--- config.mk ---
export PLATFORM = sky130hd
export DESIGN_NAME = nes_cpu_bus_initiator
export DESIGN_NICKNAME = d
export VERILOG_FILES = /design/src/rtl/nes_cpu_bus_initiator.sv
export SDC_FILE = /design/constraint.sdc
export NUM_CORES = 1
export LEC_CHECK = 0
export ABC_AREA = 0
export CORE_ASPECT_RATIO = 1.75
export CORE_MARGIN = 2
export CORE_UTILIZATION = 52
export DETAILED_ROUTE_END_ITERATION = 7
export GPL_TIMING_DRIVEN = 0
export HOLD_SLACK_MARGIN = 0.05
export PLACE_DENSITY = 0.82
export SLEW_MARGIN = 20
export SYNTH_ARGS = -nofsm -noshare
export SYNTH_HDL_FRONTEND = slang
export SYNTH_SLANG_ARGS = --single-unit
--- constraint.sdc ---
create_clock -name clk -period 3.8 [get_ports clk]
set_input_delay 0.76 -clock clk [delete_from_list [all_inputs] [get_ports clk]]
set_output_delay 0.76 -clock clk [all_outputs]
set_load 0.05 [all_outputs]
--- src/rtl/nes_cpu_bus_initiator.sv ---
// Famicom/NES CPU bus-cycle initiator: free-running M2 cycles, a one-deep request
// buffer with boundary bypass, and idle reads at $0000 when nothing is queued.
module nes_cpu_bus_initiator #(
  parameter int M2_LOW  = 5,
  parameter int M2_HIGH = 7
) (
  input  logic        clk,
  input  logic        rst,
  input  logic        req_valid,
  output logic        req_ready,
  input  logic        req_rw,
  input  logic [15:0] req_addr,
  input  logic [7:0]  req_wdata,
  output logic        rsp_valid,
  output logic [7:0]  rsp_rdata,
  output logic        m2,
  output logic        romsel,
  output logic        cpu_rw,
  output logic [14:0] cpu_addr,
  output logic [7:0]  cpu_data_out,
  output logic        cpu_data_oe,
  input  logic [7:0]  cpu_data_in,
  input  logic        irq_n,
  output logic        irq_pending
);
  localparam int PH_MAX = (M2_LOW > M2_HIGH) ? M2_LOW : M2_HIGH;
  localparam int PH_W   = $clog2(PH_MAX);
  localparam logic [PH_W-1:0] LOW_LAST  = PH_W'(M2_LOW - 1);
  localparam logic [PH_W-1:0] HIGH_LAST = PH_W'(M2_HIGH - 1);
  localparam logic ST_LOW  = 1'b0;
  localparam logic ST_HIGH = 1'b1;

  logic            state_q, state_d;
  logic [PH_W-1:0] ph_q, ph_d;
  logic            hold_full_q, hold_full_d, hold_rw_q, hold_rw_d;
  logic [15:0]     hold_addr_q, hold_addr_d;
  logic [7:0]      hold_wdata_q, hold_wdata_d;
  logic            cur_req_q, cur_req_d, cur_rw_q, cur_rw_d;
  logic [15:0]     cur_addr_q, cur_addr_d;
  logic [7:0]      cur_wdata_q, cur_wdata_d;
  logic            m2_q, m2_d, romsel_q, romsel_d, bus_rw_q, bus_rw_d;
  logic [15:0]     bus_addr_q, bus_addr_d;
  logic [7:0]      dout_q, dout_d;
  logic            oe_q, oe_d, rsp_v_q, rsp_v_d;
  logic [7:0]      rdata_q, rdata_d;
  logic            irq_s1_q, irq_s2_q;
  logic            accept, low0, low_last, boundary;

  always_comb begin
    state_d      = state_q;
    ph_d         = ph_q + PH_W'(1);
    hold_full_d  = hold_full_q;
    hold_rw_d    = hold_rw_q;
    hold_addr_d  = hold_addr_q;
    hold_wdata_d = hold_wdata_q;
    cur_req_d    = cur_req_q;
    cur_rw_d     = cur_rw_q;
    cur_addr_d   = cur_addr_q;
    cur_wdata_d  = cur_wdata_q;
    m2_d         = m2_q;
    romsel_d     = romsel_q;
    bus_rw_d     = bus_rw_q;
    bus_addr_d   = bus_addr_q;
    dout_d       = dout_q;
    oe_d         = oe_q;
    rsp_v_d      = 1'b0;
    rdata_d      = rdata_q;

    accept   = req_valid & ~hold_full_q;
    low0     = (state_q == ST_LOW)  && (ph_q == '0);
    low_last = (state_q == ST_LOW)  && (ph_q == LOW_LAST);
    boundary = (state_q == ST_HIGH) && (ph_q == HIGH_LAST);

    if (boundary) begin
      state_d = ST_LOW;
      ph_d    = '0;
    end else if (low_last) begin
      state_d = ST_HIGH;
      ph_d    = '0;
    end

    // Previous address/data are held through LOW ph=0, then the new cycle takes the bus
    if (low0) begin
      bus_addr_d = cur_addr_q;
      bus_rw_d   = cur_rw_q;
      oe_d       = ~cur_rw_q;
      dout_d     = cur_rw_q ? 8'h00 : cur_wdata_q;
    end

    if (low_last) begin
      m2_d     = 1'b1;
      romsel_d = ~bus_addr_q[15];
    end

    if (boundary) begin
      m2_d     = 1'b0;
      romsel_d = 1'b1;
      if (cur_req_q) begin
        rsp_v_d = 1'b1;
        rdata_d = cur_rw_q ? cpu_data_in : 8'h00;
      end
      if (hold_full_q) begin
        cur_req_d   = 1'b1;
        cur_rw_d    = hold_rw_q;
        cur_addr_d  = hold_addr_q;
        cur_wdata_d = hold_wdata_q;
        hold_full_d = 1'b0;
      end else if (accept) begin
        cur_req_d   = 1'b1;
        cur_rw_d    = req_rw;
        cur_addr_d  = req_addr;
        cur_wdata_d = req_wdata;
      end else begin
        cur_req_d   = 1'b0;
        cur_rw_d    = 1'b1;
        cur_addr_d  = 16'h0000;
        cur_wdata_d = 8'h00;
      end
    end else if (accept) begin
      hold_full_d  = 1'b1;
      hold_rw_d    = req_rw;
      hold_addr_d  = req_addr;
      hold_wdata_d = req_wdata;
    end
  end

  always_ff @(posedge clk or posedge rst) begin
    if (rst) begin
      state_q      <= ST_LOW;
      ph_q         <= '0;
      hold_full_q  <= 1'b0;
      hold_rw_q    <= 1'b1;
      hold_addr_q  <= 16'h0000;
      hold_wdata_q <= 8'h00;
      cur_req_q    <= 1'b0;
      cur_rw_q     <= 1'b1;
      cur_addr_q   <= 16'h0000;
      cur_wdata_q  <= 8'h00;
      m2_q         <= 1'b0;
      romsel_q     <= 1'b1;
      bus_rw_q     <= 1'b1;
      bus_addr_q   <= 16'h0000;
      dout_q       <= 8'h00;
      oe_q         <= 1'b0;
      rsp_v_q      <= 1'b0;
      rdata_q      <= 8'h00;
      irq_s1_q     <= 1'b0;
      irq_s2_q     <= 1'b0;
    end else begin
      state_q      <= state_d;
      ph_q         <= ph_d;
      hold_full_q  <= hold_full_d;
      hold_rw_q    <= hold_rw_d;
      hold_addr_q  <= hold_addr_d;
      hold_wdata_q <= hold_wdata_d;
      cur_req_q    <= cur_req_d;
      cur_rw_q     <= cur_rw_d;
      cur_addr_q   <= cur_addr_d;
      cur_wdata_q  <= cur_wdata_d;
      m2_q         <= m2_d;
      romsel_q     <= romsel_d;
      bus_rw_q     <= bus_rw_d;
      bus_addr_q   <= bus_addr_d;
      dout_q       <= dout_d;
      oe_q         <= oe_d;
      rsp_v_q      <= rsp_v_d;
      rdata_q      <= rdata_d;
      irq_s1_q     <= ~irq_n;
      irq_s2_q     <= irq_s1_q;
    end
  end

  assign req_ready    = ~hold_full_q;
  assign rsp_valid    = rsp_v_q;
  assign rsp_rdata    = rdata_q;
  assign m2           = m2_q;
  assign romsel       = romsel_q;
  assign cpu_rw       = bus_rw_q;
  assign cpu_addr     = bus_addr_q[14:0];
  assign cpu_data_out = dout_q;
  assign cpu_data_oe  = oe_q;
  assign irq_pending  = irq_s2_q;
endmodule

* Word level (Yosys, flattened, before mapping) *
Cells that the tools add are included.

operators by class
  add/subtract/negate cells = 1
  $mul = 0
  div/mod/pow operators = 0
  order comparisons = 0
  eq/ne operators = 2
  shifts and indexed selects = 0
  muxes and demuxes = 20
  bitwise logic cells = 7
  reductions and logical operators = 8

operators by type and width
  operator                                                        number
  16-bit 2-to-1 mux                                               2
  8-bit 2-to-1 mux                                                4
  1-bit 2-to-1 mux                                                12
  3-bit == test (second input constant)                           2
  3-bit 2-to-1 mux                                                2
  1-bit NOT                                                       6
  2-bit AND reduction                                             2
  2-bit nonzero test                                              2
  3-bit by 1-bit adder with 3-bit output (second input constant)  1
  1-bit logical AND                                               3
  3-bit zero test                                                 1
  1-bit bitwise AND                                               1

storage, ports and cells
  bits in registers = 94
  latch bits = 0
  memory bits (writable) = 0
  ROM bits = 0
  output and inout bits = 38
  word-level logic and storage cells = 57
  memories kept = 0

* Longest topological paths before layout *
Gate-level depths: netlist of the first run.

  depth in word-level cells = 4
  gate-level depth with buffers = 7
  gate-level depth less buffers = 5

* Worst setup path after synthesis of the first run *
Ideal clock, no wire load.

  kind = register to register
  from = reg m2 (netlist name)
  to = reg hold_addr_q[0]
  library setup time = 125 ps
  data arrival time = 1615 ps
  required time = 3675 ps
  path slack = 2060 ps
  cell stages (with the launch flop) = 6
  buffers on the path = 2
  period minus slack after synthesis = 1740 ps
  path through = dfrtp_1 buf_4 nand3_2 nand2_4 buf_6 mux2_4

RTL lines
  item                    line  RTL
  end signal: assignment  154   hold_addr_q <= hold_addr_d;
  end: declaration        36    logic [15:0] hold_addr_q, hold_addr_d;

* Worst setup path in the final report of the first run *
  from = reg hold_full_q
  to = out req_ready

between the ends
  word-level cells in the longest chain between the ends = 1

RTL lines
  item                      line  RTL
  start: declaration        35    logic hold_full_q, hold_full_d, hold_rw_q, hold_rw_d;
  start signal: assignment  152   hold_full_q <= hold_full_d;
  1-bit NOT                 173   assign req_ready = ~hold_full_q;
  end: declaration          10    output logic req_ready,

Every way passes these cells.

==> results of run 1 <==
## stage by stage
| step | instance area (µm²) | power (W) | std cells | worst slack, ps | utilization |
|---|---|---|---|---|---|
| after floorplan | 4070 | 0.00162 | 372 | 598 | - |
| after global placement | 4910 | 0.00180 | 533 | -689 | 0.649 |
| after detailed placement | 4930 | 0.00182 | 534 | 1490 | 0.652 |
| after CTS | 5210 | 0.00264 | 550 | 1130 | 0.689 |
| after global routing | 5210 | 0.00274 | 550 | 1060 | 0.689 |
| final | 5210 | 0.00263 | 550 | 1130 | 0.689 |
## worst max-delay path, cell delays in order, from the launching register on
cell             delay (ps)
dfrtp_1                 330
buf_2                   200
clkinv_1                260
clkdlybuf4s50_1         780
## state kept, by name, summed over array words and instances, names as in the netlist, 3 cells and up
name / cells
bus_addr_q: 16
cur_wdata_q: 8
ph_q: 3
cur_addr_q: 16
cpu_data_out: 8
hold_wdata_q: 8
rsp_rdata: 8
hold_addr_q: 16
## routing by layer
layer,global-route usage,up-vias,share of wire
met1,0.245,1429,0.40
met4,0.0955,0,0.023
met2,0.372,66,0.55
li1,-,1395,-
met5,0,-,0
met3,0.0307,14,0.031
## cell type report
type / instances / area, µm²
fill: 590 / 2350
inverter: 8 / 32.5
sequential: 94 / 2360
clock buffer: 11 / 243
buffer: 37 / 274
clock inverter: 5 / 35.0
tap: 88 / 110
timing repair buffer: 74 / 751
multi-input combinational: 233 / 1410
## logic make-up after synthesis
group           share of synthesized area
flops                               0.579
buf+inv                            0.0747
compound gates                     0.0771
fa+ha+maj                         0.00922
simple gates                        0.167
mux                                0.0931
## how the worst max path moves through the flow
stage	startpoint	end	slack, ps
floorplan	rst	bus_addr_q[0]	600
global route	hold_full_q	req_ready	1060
CTS	hold_full_q	req_ready	1130
finish	hold_full_q	req_ready	1130
detailed placement	hold_full_q	req_ready	1490
global placement	rst	irq_s1_q	-690
## power breakdown
part	internal (W)	switching [W]
logic	0.000255	0.000335
clock network	0.000460	0.000369
registers	0.00114	0.0000749
total	0.00185	0.000779
## placed cells by master, fill, tap and decap left out, drive strengths merged, types with 2 or more instances in the layout
cell type and count:
dfstp 4, clkbuf 16, mux2 27, buf 33, a221oi 18, a31oi 6, o21ai 18, clkdlybuf4s50 73
and2 7, nand2 93, clkinvlp 4, nor2 40, nand3 2, inv 7, ha 3, dfrtp 90
a21oi 4, clkinv 2, nand3b 8
==> run metrics, run 1 <==
die area approximately 8600 µm²; first-pass GRT wire length 13.9 mm; Leak between 2 and 2.5 nW; vias in the first global route about 3,000; Rows 42; clock edge transition at the registers on the reported setup and hold paths about 60 ps; Syn Area/Cell roughly 11 µm²; Synth Net Count 412; critical path endpoint category primary output; Worst Hold End irq_pending; setup_tns 0 ps; post-CTS setup buffers 0; Max IR drop VDD 0.325 mV; run status completed; largest cells by area after synthesis dfrtp_1 55%, nand2_1 8.5%, mux2_4 7.4%, a221oi_1 3.9%, nor2_1 3.7%; IO Pins 75; EDFF count, synth 0; most common library cells after synthesis 92 x nand2_1, 90 x dfrtp_1, 40 x nor2_1, 20 x mux2_4; Avg WL per Cell 15.1 µm; share of layout cells above drive strength 1 0.180; 1st-iter DRT viols 181; Synth Cell Area approximately 4000 µm²; Final Hold Viols 0; core area 7570 µm²; crit path DAT 1910 ps; fin. max-slew vios 0; initial antenna violation count 0; worst r2r src ph_q[0]; Total GRT Usage 0.209; yosys warns 0; TritonCTS clock tree yes; DIE HEIGHT 121 µm; n_diodes 0; CTS Buf Count 9; DRT antenna net count 0; routed vias 2,904; RSZ-0062 raised after global routing no; Max Cap Viol 0; part of the cycle the worst path needs 0.704; Critical Path Start Type flip-flop; Power Dens Cells around 500 nW/µm²; Synth top area share 0.553; Synth async-reset ratio 1.00; P&R area growth vs syn 28.0%; Slew headroom 0.573; Yosys reg bits 94; CTS H-tree depth 3; final setup vio count 0; Hold Slack 353 ps; Syn Inst Count roughly 370; area leader, netlist dfrtp_1; largest net degree at the start of global routing 53; first drt pass iteration count 4; clk_lat worst skew about 340 ps; Routability Congestion 0.804; reg2reg path depth 6; CP required 3040 ps; Sink Count 94; Min-Delay Startpoint irq_s1_q; cell with the most instances after synthesis nand2_1; Worst Tran Pin Value 641 ps; worst reg2reg path endpoint hold_addr_q[9]; sequential area share after synthesis 0.579; min Tclk post-route ~2700 ps; Netlist cell types 31; WHS Path Cells 0; number of remaining DRC errors 0; Final nets 497; CTS resizes 0; clk_skew between 4 and 5 ps; Fmax achieved 0.374 GHz; WL final 8.32 mm; Worst Path Max Fanout 9; Die Wd between 70 and 80 µm; DR vias/cell 5.28; Port-buffer cells 73; post-DP HPWL 6.00 mm; gr ovfl total 0; Post-synth top flop dfrtp_1; Longest Clk Path Bufs 2; Root Buffer clkbuf_16; hold_buf cts 0; Worst Setup Path Type reg2out; Initial Utilization 0.538; Hold Crit Class reg2reg; R2R setup slack ~2000 ps
No activity file was read; power rests on OpenSTA's default activity.
==> inputs of run 2 (changes only) <==
CORE_UTILIZATION = 47   (was 52)
PLACE_DENSITY = 0.79   (was 0.82)
clock period = 2.3 ns   (was 3.8 ns; I/O delays follow)
==> run 2 against run 1 <==
Combinational power up 66%. Total power increased by 74%. Clock power grew 91%. Global-route usage decreased by 1.6 points. Count of clock-buffer cells in the layout unchanged. Core utilization is 6.8 points lower. Final area up 1.9%. Register-to-register slack got worse by 1500 ps. Wire length down 2.8%. Via count down 1.2%. Hold slack barely moved. Largest power group unchanged.
==> run metrics, run 2 (synthesis results as in run 1) <==
largest net degree at the start of global routing 37 (was 53); Worst Hold End irq_pending (unchanged); Leak 2.49 nW (was 2.45 nW); run status completed (unchanged); post-CTS setup buffers 0 (unchanged); CTS resizes 1 (was 0); clk_skew 6.10 ps (was 4.13 ps); Longest Clk Path Bufs 2 (unchanged); routed vias 2,869 (was 2,904); number of remaining DRC errors 0 (unchanged); Avg WL per Cell 14.0 µm (was 15.1 µm); RSZ-0062 raised after global routing no (unchanged); CTS Buf Count 9 (unchanged); Fmax achieved roughly 0.47 GHz; top flop regs bus_addr_q: 16 flops, cur_addr_q: 16 flops, hold_addr_q: 16 flops (unchanged); Worst Setup Path Type reg2out (unchanged); Die Wd 74.4 µm (was 70.9 µm); Hold Crit Class reg2reg (unchanged); Sequential Power Share 0.439 (was 0.461); Final nets 498 (was 497); DIE HEIGHT 127 µm (was 121 µm); DRT antenna net count 0 (unchanged); Worst Path Max Fanout 3 (was 9); P&R area growth vs syn 30.5% (was 28.0%); Worst path top cell family by delay buffers and inverters (unchanged); Critical Path Start Type flip-flop (unchanged); Total Power 0.00457 W (was 0.00263 W); combinational share of power 0.214 (was 0.224); final setup vio count 0 (unchanged); Sw Ratio 0.276 (was 0.296); Final Hold Viols 0 (unchanged); Initial Utilization 0.476 (was 0.538); setup_tns 0 ps (unchanged); min Tclk post-route ~2100 ps; 1st-iter DRT viols 184 (was 181); worst reg2reg path endpoint hold_wdata_q[1] (was hold_addr_q[9]); initial antenna violation count 0 (unchanged); placed cell areas 4990 µm² (was 4930 µm²); Max Cap Viol 0 (unchanged); Routability Congestion 0.745 (was 0.804); Rows 45 (was 42); critical path endpoint category primary output (unchanged); TritonCTS clock tree yes (unchanged); first-pass GRT wire length 13.9 mm (about the same); die area 9450 µm² (was 8580 µm²); CP required 1840 ps (was 3040 ps); share of layout cells above drive strength 1 0.182 (was 0.180); post-DP HPWL 6.03 mm (was 6.00 mm); part of the cycle the worst path needs 0.929; R2R setup slack 430 ps (was 1960 ps); Sink Count 94 (unchanged); clk_lat worst skew 340 ps (about the same); hold_buf cts 0 (unchanged); Port-buffer cells 73 (unchanged); vias in the first global route 2,787 (was 2,971); clock edge transition at the registers on the reported setup and hold paths 60 ps (about the same); CP Launch Point romsel (was hold_full_q); Largest stage delay, worst path 800 ps (was 780 ps); Int Power 0.00330 W (was 0.00185 W); cell breakdown of the critical path clkdlybuf4s50_1 (was buf_2, clkinv_1, clkdlybuf4s50_1); CTS H-tree depth 3 (unchanged); n_diodes 0 (unchanged); Total GRT Usage 0.193 (was 0.209); commonest non-fill, non-tap cell in the layout nand2_1 (unchanged); fin. max-slew vios 0 (unchanged); Slew headroom 0.499 (was 0.573); crit path DAT 1680 ps (was 1910 ps); core area 8560 µm² (was 7570 µm²); WL final 8.09 mm (was 8.32 mm); first drt pass iteration count 4 (unchanged); clock share of power 0.347 (was 0.315); worst r2r src ph_q[0] (unchanged); Power Dens Cells 859 nW/µm² (was 505 nW/µm²); Crit-path slowest cell clkdlybuf4s50_1 (unchanged); most frequent cells in the layout 92 x nand2_1, 90 x dfrtp_1, 72 x clkdlybuf4s50_1 (was 92 x nand2_1, 90 x dfrtp_1, 73 x clkdlybuf4s50_1); Final Cell Area 5310 µm² (was 5210 µm²); Root Buffer clkbuf_16 (unchanged); buffer and inverter count on the worst path 1 (was 3); WHS Path Cells 0 (unchanged); Min-Delay Startpoint irq_s1_q (unchanged); IO Pins 75 (unchanged); DR vias/cell 4.96 (was 5.28); gr ovfl total 0 (unchanged); Max IR drop VDD 0.471 mV (was 0.325 mV); reg2reg path depth 6 (unchanged); Sw Pwr 0.00126 W (was 0.000779 W); Worst Tran Pin Value 749 ps (was 641 ps)
run 2: cell types whose count changed in the layout (fill, tap and decap cells not counted):
cell / previous run / this run
buf_12: 1 / 2
inv_4: 1 / 0
clkinvlp_4: 4 / 1
clkbuf_1: 6 / 5
dlygate4sd2_1: 0 / 1
clkbuf_8: 1 / 2
clkinv_2: 1 / 2
clkdlybuf4s50_1: 73 / 72
bufinv_16: 0 / 2
run 2: worst max-delay path by stage:
stage | end | slack [ps] | depth (start not counted)
3_5_place_dp | req_ready | 320 | 3
6_report | romsel | 160 | 1
3_3_place_gp | hold_addr_q[6] | -140 | 2
5_1_grt | romsel | 130 | 1
4_1_cts | romsel | 150 | 1
2_1_floorplan | hold_addr_q[0] | 560 | 5
run 2: routing by layer:
layer / vias up / share of wire / GRT usage
met5: - / 0 / 0
met4: 0 / 0.015 / 0.0599
met3: 9 / 0.039 / 0.0513
met2: 63 / 0.53 / 0.314
met1: 1399 / 0.41 / 0.251
li1: 1398 / - / -
run 2: cell type report:
cell class | instances | area, µm²
sequential | 94 | 2360
fill | 712 | 3240
inverter | 8 | 33.8
clock buffer | 11 | 253
tap | 117 | 146
timing repair buffer | 75 | 769
buffer | 37 | 274
clock inverter | 4 | 70.1
multi-input combinational | 233 | 1410
run 2: stage by stage:
stage	hold slack [ps]	std cells	worst slack [ps]	utilization
final	353	579	163	0.621
after global routing	379	579	134	0.621
after CTS	355	579	152	0.621
after detailed placement	340	564	315	0.583
after global placement	341	562	-145	0.579
after floorplan	331	372	560	-
run 2: power by group through the flow:
stage	Clock, W	Sequential [W]	Combinational (W)
global placement	0	0.00202	0.000952
floorplan	0	0.00216	0.000518
detailed placement	0	0.00203	0.000983
global route	0.00169	0.00203	0.00105
CTS	0.00161	0.00200	0.000989
finish	0.00158	0.00200	0.000978
==> inputs of run 3 (changes only) <==
CORE_MARGIN = not set   (was 2)
clock period = 1.75 ns   (was 2.3 ns; I/O delays follow)
==> run 3 against run 2 <==
Hold slack got worse by 16 ps. Die area fell by 4.2%. Largest cell class unchanged. Critical path depth rose by 2. Highest routed layer unchanged.
==> run metrics, run 3 (synthesis results as in run 1) <==
Leak 2.57 nW (was 2.49 nW); RSZ-0062 raised after global routing yes (was no); WHS Path Cells 3 (was 0); commonest non-fill, non-tap cell in the layout nand2_1 (unchanged); area of the multi-input gates 1480 µm² (was 1410 µm²); Max IR drop VDD 0.854 mV (was 0.471 mV); largest net degree at the start of global routing 35 (was 37); Total GRT Usage 0.202 (was 0.193); clk_lat worst skew 330 ps (was 340 ps); Worst Path Max Fanout 9 (was 3); buffer and inverter count on the worst path 3 (was 1); WL final 8.57 mm (was 8.09 mm); Largest stage delay, worst path 320 ps (was 800 ps); critical path endpoint category primary output (unchanged); Most common cell on crit path buf_2; run status completed (unchanged); Levels on crit path 3 (was 1); final setup vio count 0 (unchanged); Sequential Power Share 0.466 (was 0.439); Finished Core Util 0.634 (was 0.621); part of the cycle the worst path needs 0.983; die area 9050 µm² (was 9450 µm²); Max Cap Viol 0 (unchanged); Total Power 0.00566 W (was 0.00457 W); routed vias 2,917 (was 2,869); Rows 44 (was 45); Hold Crit Class in2reg (was reg2reg); TritonCTS clock tree yes (unchanged); Final Cell Area 5300 µm² (was 5310 µm²); clock edge transition at the registers on the reported setup and hold paths 60 ps (about the same); Final Hold Viols 0 (unchanged); Worst path top cell family by delay buffers and inverters (unchanged); crit path DAT 1370 ps (was 1680 ps); most frequent cells in the layout 92 x nand2_1, 90 x dfrtp_1, 40 x nor2_1 (was 92 x nand2_1, 90 x dfrtp_1, 72 x clkdlybuf4s50_1); first drt pass iteration count 4 (unchanged); DRT antenna net count 0 (unchanged); IO Pins 75 (unchanged); Port-buffer cells 73 (unchanged); post-DP HPWL 6.21 mm (was 6.03 mm); Worst Setup Path Type reg2out (unchanged); n_diodes 0 (unchanged); Int Power 0.00399 W (was 0.00330 W); cell breakdown of the critical path buf_2, clkinvlp_4, buf_2 (was clkdlybuf4s50_1); P&R area growth vs syn 30.2% (was 30.5%); Initial Utilization 0.487 (was 0.476); min Tclk post-route 1720 ps; Crit-path slowest cell dfrtp_1 (was clkdlybuf4s50_1); Avg WL per Cell 14.8 µm (was 14.0 µm); CTS H-tree depth 3 (unchanged); first-pass GRT wire length 14.2 mm (was 13.9 mm); share of layout cells above drive strength 1 0.211 (was 0.182); Register Area 2360 µm² (unchanged); top flop regs bus_addr_q: 16 flops, cur_addr_q: 16 flops, hold_addr_q: 16 flops (unchanged); Root Buffer clkbuf_16 (unchanged); Sw Ratio 0.295 (was 0.276); 1st-iter DRT viols 150 (was 184); clock share of power 0.319 (was 0.347); Hold Slack 337 ps (was 353 ps); core area 8370 µm² (was 8560 µm²); initial antenna violation count 0 (unchanged); DIE HEIGHT 125 µm (was 127 µm); placed cell areas 4990 µm² (about the same); Worst Tran Pin Value 741 ps (was 749 ps); vias in the first global route 2,990 (was 2,787); clk_skew 7.01 ps (was 6.10 ps); Sw Pwr 0.00167 W (was 0.00126 W); Longest Clk Path Bufs 2 (unchanged); Critical Path Start Type flip-flop (unchanged); Power Dens Cells 1070 nW/µm² (was 859 nW/µm²); Slew headroom 0.505 (was 0.499); Final nets 500 (was 498); filler instances 700 (was 712); DR vias/cell 5.03 (was 4.96); Die Wd 72.4 µm (was 74.4 µm); Routability Congestion 0.777 (was 0.745); hold_buf cts 0 (unchanged); post-place setup slack -112 ps (was 315 ps); Fmax achieved a little under 0.6 GHz; number of remaining DRC errors 0 (unchanged); CTS Buf Count 9 (unchanged); CP required 1400 ps (was 1840 ps); setup slack after layout 30.0 ps (was 163 ps); reg2reg path depth 6 (unchanged); fin. max-slew vios 0 (unchanged); gr ovfl total 0 (unchanged); combinational share of power 0.215 (was 0.214); Sink Count 94 (unchanged)
run 3: changes by cell type in the layout (fill, tap and decap cells not counted), sizes merged, moves of 2 or more:
cell,delta
clkdlybuf4s50,-37
buf,+3
clkinvlp,+3
dlygate4sd2,+34
clkbuf,+3
clkinv,-2
bufinv,-2
run 3: stage by stage:
stage          std cells  setup TNS [ps]
2_1_floorplan        372               0
3_3_place_gp         560          -54460
3_5_place_dp         562           -1390
4_1_cts              578            -205
5_1_grt              580            -156
6_report             580               0
run 3: final cells by class:
cell class / count / area share
buffer: 37 / 0.0521
clock buffer: 13 / 0.0491
clock inverter: 3 / 0.00378
inverter: 8 / 0.00708
multi-input combinational: 233 / 0.278
sequential: 94 / 0.445
tap: 115 / 0.0271
timing repair buffer: 77 / 0.138
run 3: what timing repair did:
action	4_1_cts	5_1_grt
buffers inserted	0	2
setup endpoints to repair	63	51
gates resized for setup	40	20
pin swaps	0	1
run 3: routing by layer:
metal	track usage	vias to the layer above	wire, µm
met5	0	-	0
met4	0.104	0	201
met3	0.0330	12	321
met2	0.343	87	4690
met1	0.242	1422	3360
li1	-	1396	-
run 3: worst reg2reg max path: stages, from the launching register on:
cell and delay, ps:
dfrtp_1 400, inv_1 100, ha_2 240, nand3_4 180, nand2_8 150, buf_6 190, mux2_4 320
run 3: worst paths after layout:
kind	end	slack [ps]	startpoint
worst max-delay path	req_ready	30	hold_full_q
worst min-delay path	hold_full_q	340	req_valid
worst max register to register	hold_addr_q[10]	50	ph_q[0]
worst min register to register	irq_pending	360	irq_s1_q
max in group asynchronous	cur_rw_q	380	rst
min in group asynchronous	rsp_rdata[2]	490	rst
run 3: power groups by stage:
stage | registers [W] | logic, W | clock network [W]
after global placement | 0.00265 | 0.00125 | 0
final | 0.00264 | 0.00121 | 0.00181
after detailed placement | 0.00267 | 0.00129 | 0
after CTS | 0.00263 | 0.00122 | 0.00183
after global routing | 0.00267 | 0.00131 | 0.00192
after floorplan | 0.00283 | 0.000680 | 0
